==> config.mk <==
export PLATFORM = sky130hd
export DESIGN_NAME = pmem_arbiter
export DESIGN_NICKNAME = d
export VERILOG_FILES = /design/src/rtl/pmem_arbiter.sv
export SDC_FILE = /design/constraint.sdc
export NUM_CORES = 1
export LEC_CHECK = 0
export BUFFER_PORTS_ARGS = -buffer_cell sky130_fd_sc_hd__buf_2
export CORE_AREA = 2 2 535 537
export DETAILED_ROUTE_END_ITERATION = 6
export DIE_AREA = 0 0 537 539
export HOLD_SLACK_MARGIN = 0.02
export PLACE_DENSITY = 0.3
export SLEW_MARGIN = 20
export SYNTH_ARGS = -nofsm -noshare
export SYNTH_HDL_FRONTEND = slang
export SYNTH_SLANG_ARGS = --single-unit
==> constraint.sdc <==
create_clock -name clk -period 2.35 [get_ports clk]
set_input_delay 0 -clock clk [delete_from_list [all_inputs] [get_ports clk]]
set_output_delay 0 -clock clk [all_outputs]
set_load 0.01 [all_outputs]
==> src/rtl/pmem_arbiter.sv <==
// pmem_arbiter: initiator side of the 256-bit line memory protocol.
// Arbitrates icache line fills and dcache fills/writebacks onto one memory
// port, holds the request stable for the whole transaction, and recovers
// from a memory error or a hung transaction via a timeout and drain period.
//
// Handshake: a client raises read/write and holds it (with its address and
// write data) until it sees its one-cycle resp or error pulse; the memory
// sees a strobe that stays high, with frozen address/wdata, until it answers
// with pmem_resp (completion) or pmem_error (abort). Every output is a
// register; fsm_state mirrors the controller state for observation.
module pmem_arbiter #(
    parameter int TIMEOUT_CYCLES = 1024,
    parameter int DRAIN_CYCLES   = 4
) (
    input  logic         clk,
    input  logic         rst_n,
    input  logic         i_read,
    input  logic [31:0]  i_address,
    output logic         i_resp,
    output logic         i_error,
    output logic [255:0] i_rdata,
    input  logic         d_read,
    input  logic         d_write,
    input  logic [31:0]  d_address,
    input  logic [255:0] d_wdata,
    output logic         d_resp,
    output logic         d_error,
    output logic [255:0] d_rdata,
    output logic         pmem_read,
    output logic         pmem_write,
    output logic [31:0]  pmem_address,
    output logic [255:0] pmem_wdata,
    input  logic         pmem_resp,
    input  logic         pmem_error,
    input  logic [255:0] pmem_rdata,
    output logic [1:0]   fsm_state
);

    typedef enum logic [1:0] {
        IDLE  = 2'd0,
        BUSY  = 2'd1,
        DONE  = 2'd2,
        DRAIN = 2'd3
    } state_t;

    localparam int TW = (TIMEOUT_CYCLES > 2) ? $clog2(TIMEOUT_CYCLES) : 1;
    localparam int DW = (DRAIN_CYCLES > 1) ? $clog2(DRAIN_CYCLES) : 1;

    state_t         state;
    state_t         state_next;
    logic [TW-1:0]  timer;
    logic [DW-1:0]  drain_cnt;
    logic           last_grant;   // 1 = dcache was granted most recently
    logic           owner_d;      // 1 = current transaction belongs to dcache
    logic           grant_valid;
    logic           grant_d;
    logic           finish_ok;
    logic           abort;
    logic           d_req;
    logic           unused_bits;

    assign d_req       = d_read | d_write;
    assign fsm_state   = state;
    // Line alignment drops the low address bits by design.
    assign unused_bits = ^{i_address[4:0], d_address[4:0]};

    // State register.
    always_ff @(posedge clk or negedge rst_n) begin
        if (!rst_n) begin
            state <= IDLE;
        end else begin
            state <= state_next;
        end
    end

    // Next-state decision plus grant / completion / abort strobes.
    always_comb begin
        state_next  = state;
        grant_valid = 1'b0;
        grant_d     = 1'b0;
        finish_ok   = 1'b0;
        abort       = 1'b0;
        case (state)
            IDLE: begin
                if (i_read || d_req) begin
                    grant_valid = 1'b1;
                    // With both asking, serve whoever was not served last.
                    if (i_read && d_req) grant_d = ~last_grant;
                    else                 grant_d = d_req;
                    state_next = BUSY;
                end
            end
            BUSY: begin
                // A response in the same cycle as an error still completes.
                if (pmem_resp) begin
                    finish_ok  = 1'b1;
                    state_next = DONE;
                end else if (pmem_error || (timer == TW'(TIMEOUT_CYCLES - 1))) begin
                    abort      = 1'b1;
                    state_next = DRAIN;
                end
            end
            DONE: begin
                state_next = IDLE;
            end
            DRAIN: begin
                if (drain_cnt == DW'(DRAIN_CYCLES - 1)) state_next = IDLE;
            end
            default: begin
                state_next = IDLE;
            end
        endcase
    end

    // Busy timeout counter and drain counter.
    always_ff @(posedge clk or negedge rst_n) begin
        if (!rst_n) begin
            timer     <= '0;
            drain_cnt <= '0;
        end else begin
            if (grant_valid)          timer <= '0;
            else if (state == BUSY)   timer <= timer + TW'(1);
            if (state == DRAIN)       drain_cnt <= drain_cnt + DW'(1);
            else                      drain_cnt <= '0;
        end
    end

    // Memory-side request registers: loaded on grant, frozen while BUSY.
    always_ff @(posedge clk or negedge rst_n) begin
        if (!rst_n) begin
            pmem_read    <= 1'b0;
            pmem_write   <= 1'b0;
            pmem_address <= '0;
            pmem_wdata   <= '0;
            owner_d      <= 1'b0;
            last_grant   <= 1'b0;
        end else if (grant_valid) begin
            owner_d    <= grant_d;
            last_grant <= grant_d;
            if (grant_d) begin
                pmem_address <= {d_address[31:5], 5'b0};
                // Read and write together is treated as a write.
                pmem_read    <= ~d_write;
                pmem_write   <= d_write;
                pmem_wdata   <= d_write ? d_wdata : '0;
            end else begin
                pmem_address <= {i_address[31:5], 5'b0};
                pmem_read    <= 1'b1;
                pmem_write   <= 1'b0;
                pmem_wdata   <= '0;
            end
        end else if (finish_ok || abort) begin
            pmem_read  <= 1'b0;
            pmem_write <= 1'b0;
        end
    end

    // Client-side return: one-cycle resp/error pulses and held rdata.
    always_ff @(posedge clk or negedge rst_n) begin
        if (!rst_n) begin
            i_resp  <= 1'b0;
            i_error <= 1'b0;
            i_rdata <= '0;
            d_resp  <= 1'b0;
            d_error <= 1'b0;
            d_rdata <= '0;
        end else begin
            i_resp  <= 1'b0;
            i_error <= 1'b0;
            d_resp  <= 1'b0;
            d_error <= 1'b0;
            if (finish_ok) begin
                if (owner_d) begin
                    d_resp  <= 1'b1;
                    d_rdata <= pmem_rdata;
                end else begin
                    i_resp  <= 1'b1;
                    i_rdata <= pmem_rdata;
                end
            end else if (abort) begin
                if (owner_d) d_error <= 1'b1;
                else         i_error <= 1'b1;
            end
        end
    end

endmodule
==> flow_summary.json, run 1 <==
{
  "outcome": "completed",
  "drc": 0,
  "fillers": 30970,
  "slew_violations": 0,
  "start_util_pct": 10.7,
  "syn_avg_cell_area_um2": 15.8,
  "synth_cell_type_count": 42,
  "p_leak_nw": 26.4,
  "ys_warn_count": 0,
  "track_usage_pct": 12.4,
  "overflow": 0,
  "wl_per_cell_um": 22.5,
  "coreArea_um2": 284000,
  "drt_wl_total_um": 188000,
  "period_needed_ns": 2.24,
  "async_flop_share_pct": 100,
  "clkLatencyLatePin_ns": 0.83,
  "antenna_found_initial": 118,
  "start_kind": "register",
  "ir_drop_uv": 573,
  "end_kind": "register",
  "io_pins": 1391,
  "die_w_um": 537,
  "place_ws_ns": 0.224,
  "setup_viol": 0,
  "cp_data_arrival_time_ns": 2.95,
  "max_clock_freq_mhz": 446,
  "cts_tree": "yes",
  "grt_max_degree": 139,
  "tightestPinTransition_ns": 0.890,
  "final_hold_viol_count": 0,
  "syn_to_final_growth_pct": 89.2,
  "synth_area_um2": 30300,
  "cts_buffer_depth": 4,
  "p_per_area_nw_per_um2": 1270,
  "ys.flop_type": "dfrtp_1",
  "synth-seq-area-share_pct": 67.4,
  "path_buf_inv": 3,
  "port_buffers": 1375,
  "place.gp.congestion": 0.888,
  "layout.nets": 5077,
  "place_inst": 7010,
  "antenna_left": 0,
  "grt_pass1_vias": 29493,
  "syn-instance-count": 1916,
  "drtPass1Iterations": 5,
  "fp.dieArea_um2": 289000,
  "cp_cell_sequence": "buf_4, nor2_2, nand2_4, buf_12, a22o_1, dlygate4sd3_1",
  "ctsHtreeMaxLevel": 3,
  "clock_skew_ns": 0.0579,
  "drive_gt1_share_pct": 43.6,
  "max_stage_delay_ns": 0.55,
  "synth-edff-count": 0,
  "detail_route.vias_per_cell": 3.35,
  "critical_path.max_fanout": 61,
  "cp.required_ns": 3.06,
  "path_delay_family": "buffers and inverters",
  "clk_pin_slew_ns": 0.06,
  "worst_slack_ns": 0.110,
  "grt_pass1_wl_um": 252000,
  "crit_type": "reg2reg",
  "place_hpwl_um": 147000,
  "cts_buffers": 111,
  "critPathSlowestCell": "dlygate4sd3_1",
  "ys_ff_latch": 816,
  "rsz0062_at_grt": "true",
  "power_mw": 72.5,
  "cts_sinks": 816,
  "dr.first_iter.drc_count": 1387,
  "holdWs_ns": 0.0733,
  "rows": 196,
  "finalNonFillerCells": 8366,
  "slew-limit-headroom_pct": 40.7,
  "chipHeight_um": 539,
  "timing.final.crit_share_pct": 95.3,
  "cts-root-buf": "clkbuf_16",
  "maxCapViolCount": 0,
  "worstHoldPathType": "in2reg",
  "num_vias": 27988
}
## placed cells by master, fill, tap and decap left out, types with 5 or more instances in the layout
| cell type | count |
|---|---|
| nand3_1 | 29 |
| buf_4 | 69 |
| diode_2 | 36 |
| clkbuf_16 | 113 |
| nand2_1 | 12 |
| clkinv_2 | 13 |
| conb_1 | 5 |
| a31oi_1 | 28 |
| a22o_1 | 257 |
| mux2_1 | 177 |
| a21oi_1 | 29 |
| buf_2 | 1374 |
| bufinv_16 | 7 |
| dlygate4sd3_1 | 1124 |
| buf_12 | 28 |
| dfrtp_1 | 815 |
| mux2_2 | 335 |
| clkbuf_8 | 24 |
| o21ai_0 | 35 |
| nor2_1 | 5 |
| clkbuf_1 | 22 |
## kinds of logic after synthesis
logic type               Yosys count  synth area share (%)
AO/OA/AOI/OAI                    364                  9.48
other                              1                0.0124
AND/OR/NAND/NOR                   73                  1.25
adder cells (fa/ha/maj)            2                0.0826
buffers and inverters            144                  2.59
flip-flops                       816                  67.4
multiplexers                     516                  19.2
## layout make-up
type                       instances  area [µm²]  area share [%]
timing repair buffer            2601       19300            33.7
clock inverter                    32         417           0.727
inverter                           2        7.51          0.0131
multi-input combinational        960        9140            15.9
antenna                           36        90.1           0.157
sequential                       816       20400            35.6
tap                             3762        4710            8.21
clock buffer                     157        3190            5.57
## worst reg2reg max path: stages (launching register included)
cell	delay, ns
dfrtp_1	0.44
buf_4	0.21
nor2_2	0.16
nand2_4	0.16
buf_12	0.22
a22o_1	0.41
dlygate4sd3_1	0.55
## power by group
part / switching, mW / internal [mW] / total [mW]
combinational: 16.7 / 13.3 / 29.9
clock: 7.10 / 10.2 / 17.3
sequential: 4.15 / 21.2 / 25.3
## per-layer routing
metal	part of all wire, %	track usage [%]
met1	44	16.4
met5	0.16	0
met3	11	5.43
met4	2.1	2.69
met2	42	18.6
## state kept, by name, summed over array words and instances, names as in the netlist
signal and count:
fsm_state 2, d_resp 1, pmem_wdata 256, pmem_write 1
timer 10, i_rdata 256, d_rdata 256, i_resp 1
pmem_read 1, i_error 1, d_error 1, owner_d 1
pmem_address 27, drain_cnt 2
## path summary, 6_finish.rpt
kind / start / end / slack (ns) / cells past startpoint
min in group asynchronous: rst_n / d_rdata[79] / 0.48 / 4
setup reg to reg: fsm_state[0] / pmem_wdata[125] / 0.11 / 6
hold / removal: pmem_rdata[223] / i_rdata[223] / 0.07 / 3
max in group asynchronous: rst_n / d_rdata[126] / 1.19 / 4
hold reg to reg: drain_cnt[0] / drain_cnt[0] / 0.43 / 1
setup / recovery: fsm_state[0] / pmem_wdata[125] / 0.11 / 6
## cell usage after synthesis, types with 4 or more instances
cell type | count | share of area, %
dfrtp_1 | 816 | 67
mux2_2 | 335 | 12
a22o_1 | 257 | 7.4
mux2_1 | 177 | 6.6
buf_2 | 82 | 1.4
o21ai_0 | 35 | 0.58
buf_4 | 32 | 0.79
nand3_1 | 30 | 0.50
a21oi_1 | 29 | 0.48
a31oi_1 | 28 | 0.58
clkbuf_1 | 23 | 0.29
nand2_1 | 13 | 0.16
nor2_1 | 6 | 0.074
mux2i_1 | 4 | 0.13
nor3_1 | 4 | 0.066
nor4_1 | 4 | 0.083
## per-stage QoR
stage / instance area (µm²) / utilization, % / setup TNS, ns
final: 57300 / 20.2 / 0
after global routing: 57300 / 20.2 / -0.0686
after CTS: 57100 / 20.1 / 0
after detailed placement: 42200 / 14.9 / 0
after global placement: 42200 / 14.9 / 0
after floorplan: 30300 / - / 0
## repair_timing
action	CTS	global route
endpoints found under the hold margin	1629	0
hold buffers	1125	0
setup endpoints to repair	0	40
buffers inserted	0	5
gates resized for setup	0	6
Power figures use the tool's default switching activity.
==> run 2: changes to the inputs <==
Settings changed: ABC_AREA from default to 1, CORE_AREA 2 2 535 537 to 2 2 543 545, DIE_AREA 0 0 537 539 to 0 0 545 547.
==> run 2 against run 1 <==
Routed wire length up 9.3%. Non-clock buffer count is 253 higher. Register-to-register slack got worse by 0.06 ns. Critical endpoint is now pmem_wdata[101]. Sequential share of layout area shrank 2.0 points. Setup slack lost 0.058 ns. Flip-flop and latch count unchanged.
==> flow_summary.json, run 2 <==
{
  "final_area_um2": 60700,
  "clock_skew_ns": 0.0569,
  "port_buffers": 1375,
  "cts_sinks": 816,
  "tightestPinTransition_ns": 0.874,
  "end_kind": "register",
  "drive_gt1_share_pct": 27.2,
  "overflow": 0,
  "async_flop_share_pct": 100,
  "cts_buffer_depth": 4,
  "dr.first_iter.drc_count": 1883,
  "synth_area_um2": 31200,
  "syn_avg_cell_area_um2": 9.46,
  "synth_compound_area_share_pct": 13.5,
  "grt_use_met3_pct": 5.02,
  "yosys.area_share.adder_pct": 0.0802,
  "synthXorXnorAreaFrac_pct": 0,
  "start_kind": "register",
  "ys_warn_count": 0,
  "antenna_left": 0,
  "critical_path.max_fanout": 45,
  "slew_violations": 0,
  "synth_top_area_share_pct": 65.5,
  "place_hpwl_um": 162000,
  "p_leak_nw": 29.5,
  "reg.largest.list": "d_rdata (256), i_rdata (256), pmem_wdata (256)",
  "synth-seq-area-share_pct": 65.5,
  "coreArea_um2": 293000,
  "cts_buffers": 112,
  "synth-edff-count": 0,
  "final_common_cell": "dlygate4sd3_1",
  "grt_max_degree": 107,
  "synthTopCellsByCount": "1045 x nand2_1, 816 x dfrtp_1, 500 x o21ai_1, 277 x inv_1, 277 x o21ai_0",
  "slew-limit-headroom_pct": 41.7,
  "period_needed_ns": 2.30,
  "cts_tree": "yes",
  "clkLatencyLatePin_ns": 0.83,
  "place_area_um2": 43100,
  "grtUsageMet2_pct": 22.3,
  "detail_route.vias_per_cell": 3.38,
  "syn_to_final_growth_pct": 94.5,
  "power_mw": 69.9,
  "track_usage_pct": 13.3,
  "outcome": "completed",
  "finalSetupTns_ns": 0,
  "die_w_um": 545,
  "synth.area.top_cells": "dfrtp_1 65%, nand2_1 13%, o21ai_1 8.0%",
  "maxCapViolCount": 0,
  "layout.cells.most_common_list": "1375 x dlygate4sd3_1, 1373 x buf_2, 1045 x nand2_1",
  "ys_ff_latch": 816,
  "max_clock_freq_mhz": 435,
  "chipHeight_um": 547,
  "setup_viol": 0,
  "place.gp.congestion": 0.867,
  "antenna_found_initial": 97,
  "ir_drop_uv": 612,
  "yosysTopAreaCell": "dfrtp_1",
  "timing.final.crit_share_pct": 97.8,
  "fp.dieArea_um2": 298000,
  "drc": 0,
  "postLayoutCoreUtil_pct": 20.7,
  "drtPass1Iterations": 5,
  "rows": 199,
  "p_per_area_nw_per_um2": 1150,
  "syn-instance-count": 3298,
  "cp.required_ns": 3.11,
  "ctsHtreeMaxLevel": 3,
  "synth-simple-area-share_pct": 14.1,
  "cp_data_arrival_time_ns": 3.06,
  "gr-max-usage-layer": "met2",
  "cts-root-buf": "clkbuf_16",
  "grt_pass1_wl_um": 281000,
  "layout.nets": 6635,
  "synth_cell_type_count": 30,
  "clk_pin_slew_ns": 0.06,
  "synth_top_family_by_area": "simple AND/OR/NAND/NOR gates",
  "drt_wl_total_um": 206000,
  "synth_mux_area_share_pct": 0,
  "worstHoldPathType": "in2reg",
  "crit_type": "reg2reg",
  "wl_per_cell_um": 20.3,
  "ys.flop_type": "dfrtp_1",
  "io_pins": 1391,
  "num_vias": 34126,
  "grt_pass1_vias": 35237,
  "synth.most_common_cell": "nand2_1",
  "start_util_pct": 10.7,
  "gr-usage-met1_pct": 15.5,
  "final_hold_viol_count": 0
}
[run 2: worst max-delay path, cell delays in order (launching register included)]
cell           delay [ns]
dfrtp_1              0.44
nor2_4               0.24
buf_4                0.16
nand3_4              0.09
buf_12               0.17
buf_12               0.17
o21ai_0              0.26
dlygate4sd3_1        0.58
[run 2: path summary, 6_finish.rpt]
kind | startpoint | to | slack (ns) | cells after the start
min in group asynchronous | rst_n | i_error | 0.16 | 3
hold reg to reg | drain_cnt[0] | drain_cnt[0] | 0.44 | 1
max in group asynchronous | rst_n | d_rdata[118] | 1.62 | 3
hold / removal | d_wdata[99] | pmem_wdata[99] | 0.08 | 4
setup / recovery | fsm_state[0] | pmem_wdata[101] | 0.05 | 7
setup reg to reg | fsm_state[0] | pmem_wdata[101] | 0.05 | 7
[run 2: through the flow]
stage                     instances  hold slack, ns  worst slack (ns)
after floorplan                3302          -0.296             0.792
after global placement         8476          0.0838             0.210
after detailed placement       8476          0.0889             0.202
after CTS                     10051          0.0200            0.0254
after global routing          10077          0.0475          -0.00706
final                         10102          0.0815            0.0515
[run 2: logic make-up after synthesis]
logic type                 count (synthesis)
buffers and inverters                    500
AOI/OAI and AO/OA                        839
other                                      1
DFF                                      816
adders and majority gates                  2
and+or+nand+nor                         1140
[run 2: area by class of cell]
| cell class | count | area [µm²] |
|---|---|---|
| fillers | 32782 | 232000 |
| flip-flops and latches | 816 | 20400 |
| repair buffers | 2854 | 21900 |
| clock inverters | 38 | 373 |
| diodes | 48 | 120 |
| multi-input cells | 1986 | 8720 |
| well taps | 3919 | 4900 |
| inverters | 280 | 1050 |
| clock buffers | 161 | 3250 |
[run 2: where the power goes]
group | leakage, nW | total [mW] | internal [mW] | switching (mW)
registers | 10.5 | 24.1 | 20.3 | 3.71
clock network | 1.79 | 17.1 | 10.1 | 7.03
logic | 17.3 | 28.7 | 10.8 | 18.0
total | 29.5 | 69.9 | 41.2 | 28.7
[run 2: routing by layer]
layer	vias to the layer above	share of wire, %
met4	28	3.3
met2	1343	47
met5	-	0.092
met1	16290	40
li1	16164	-
met3	301	9.6
[run 2: repair_timing]
item	in CTS	in global routing
hold buffers	1376	0
buffers inserted	0	3
endpoints found under the setup margin	0	60
resized for setup	0	3
hold endpoints to repair	1624	0
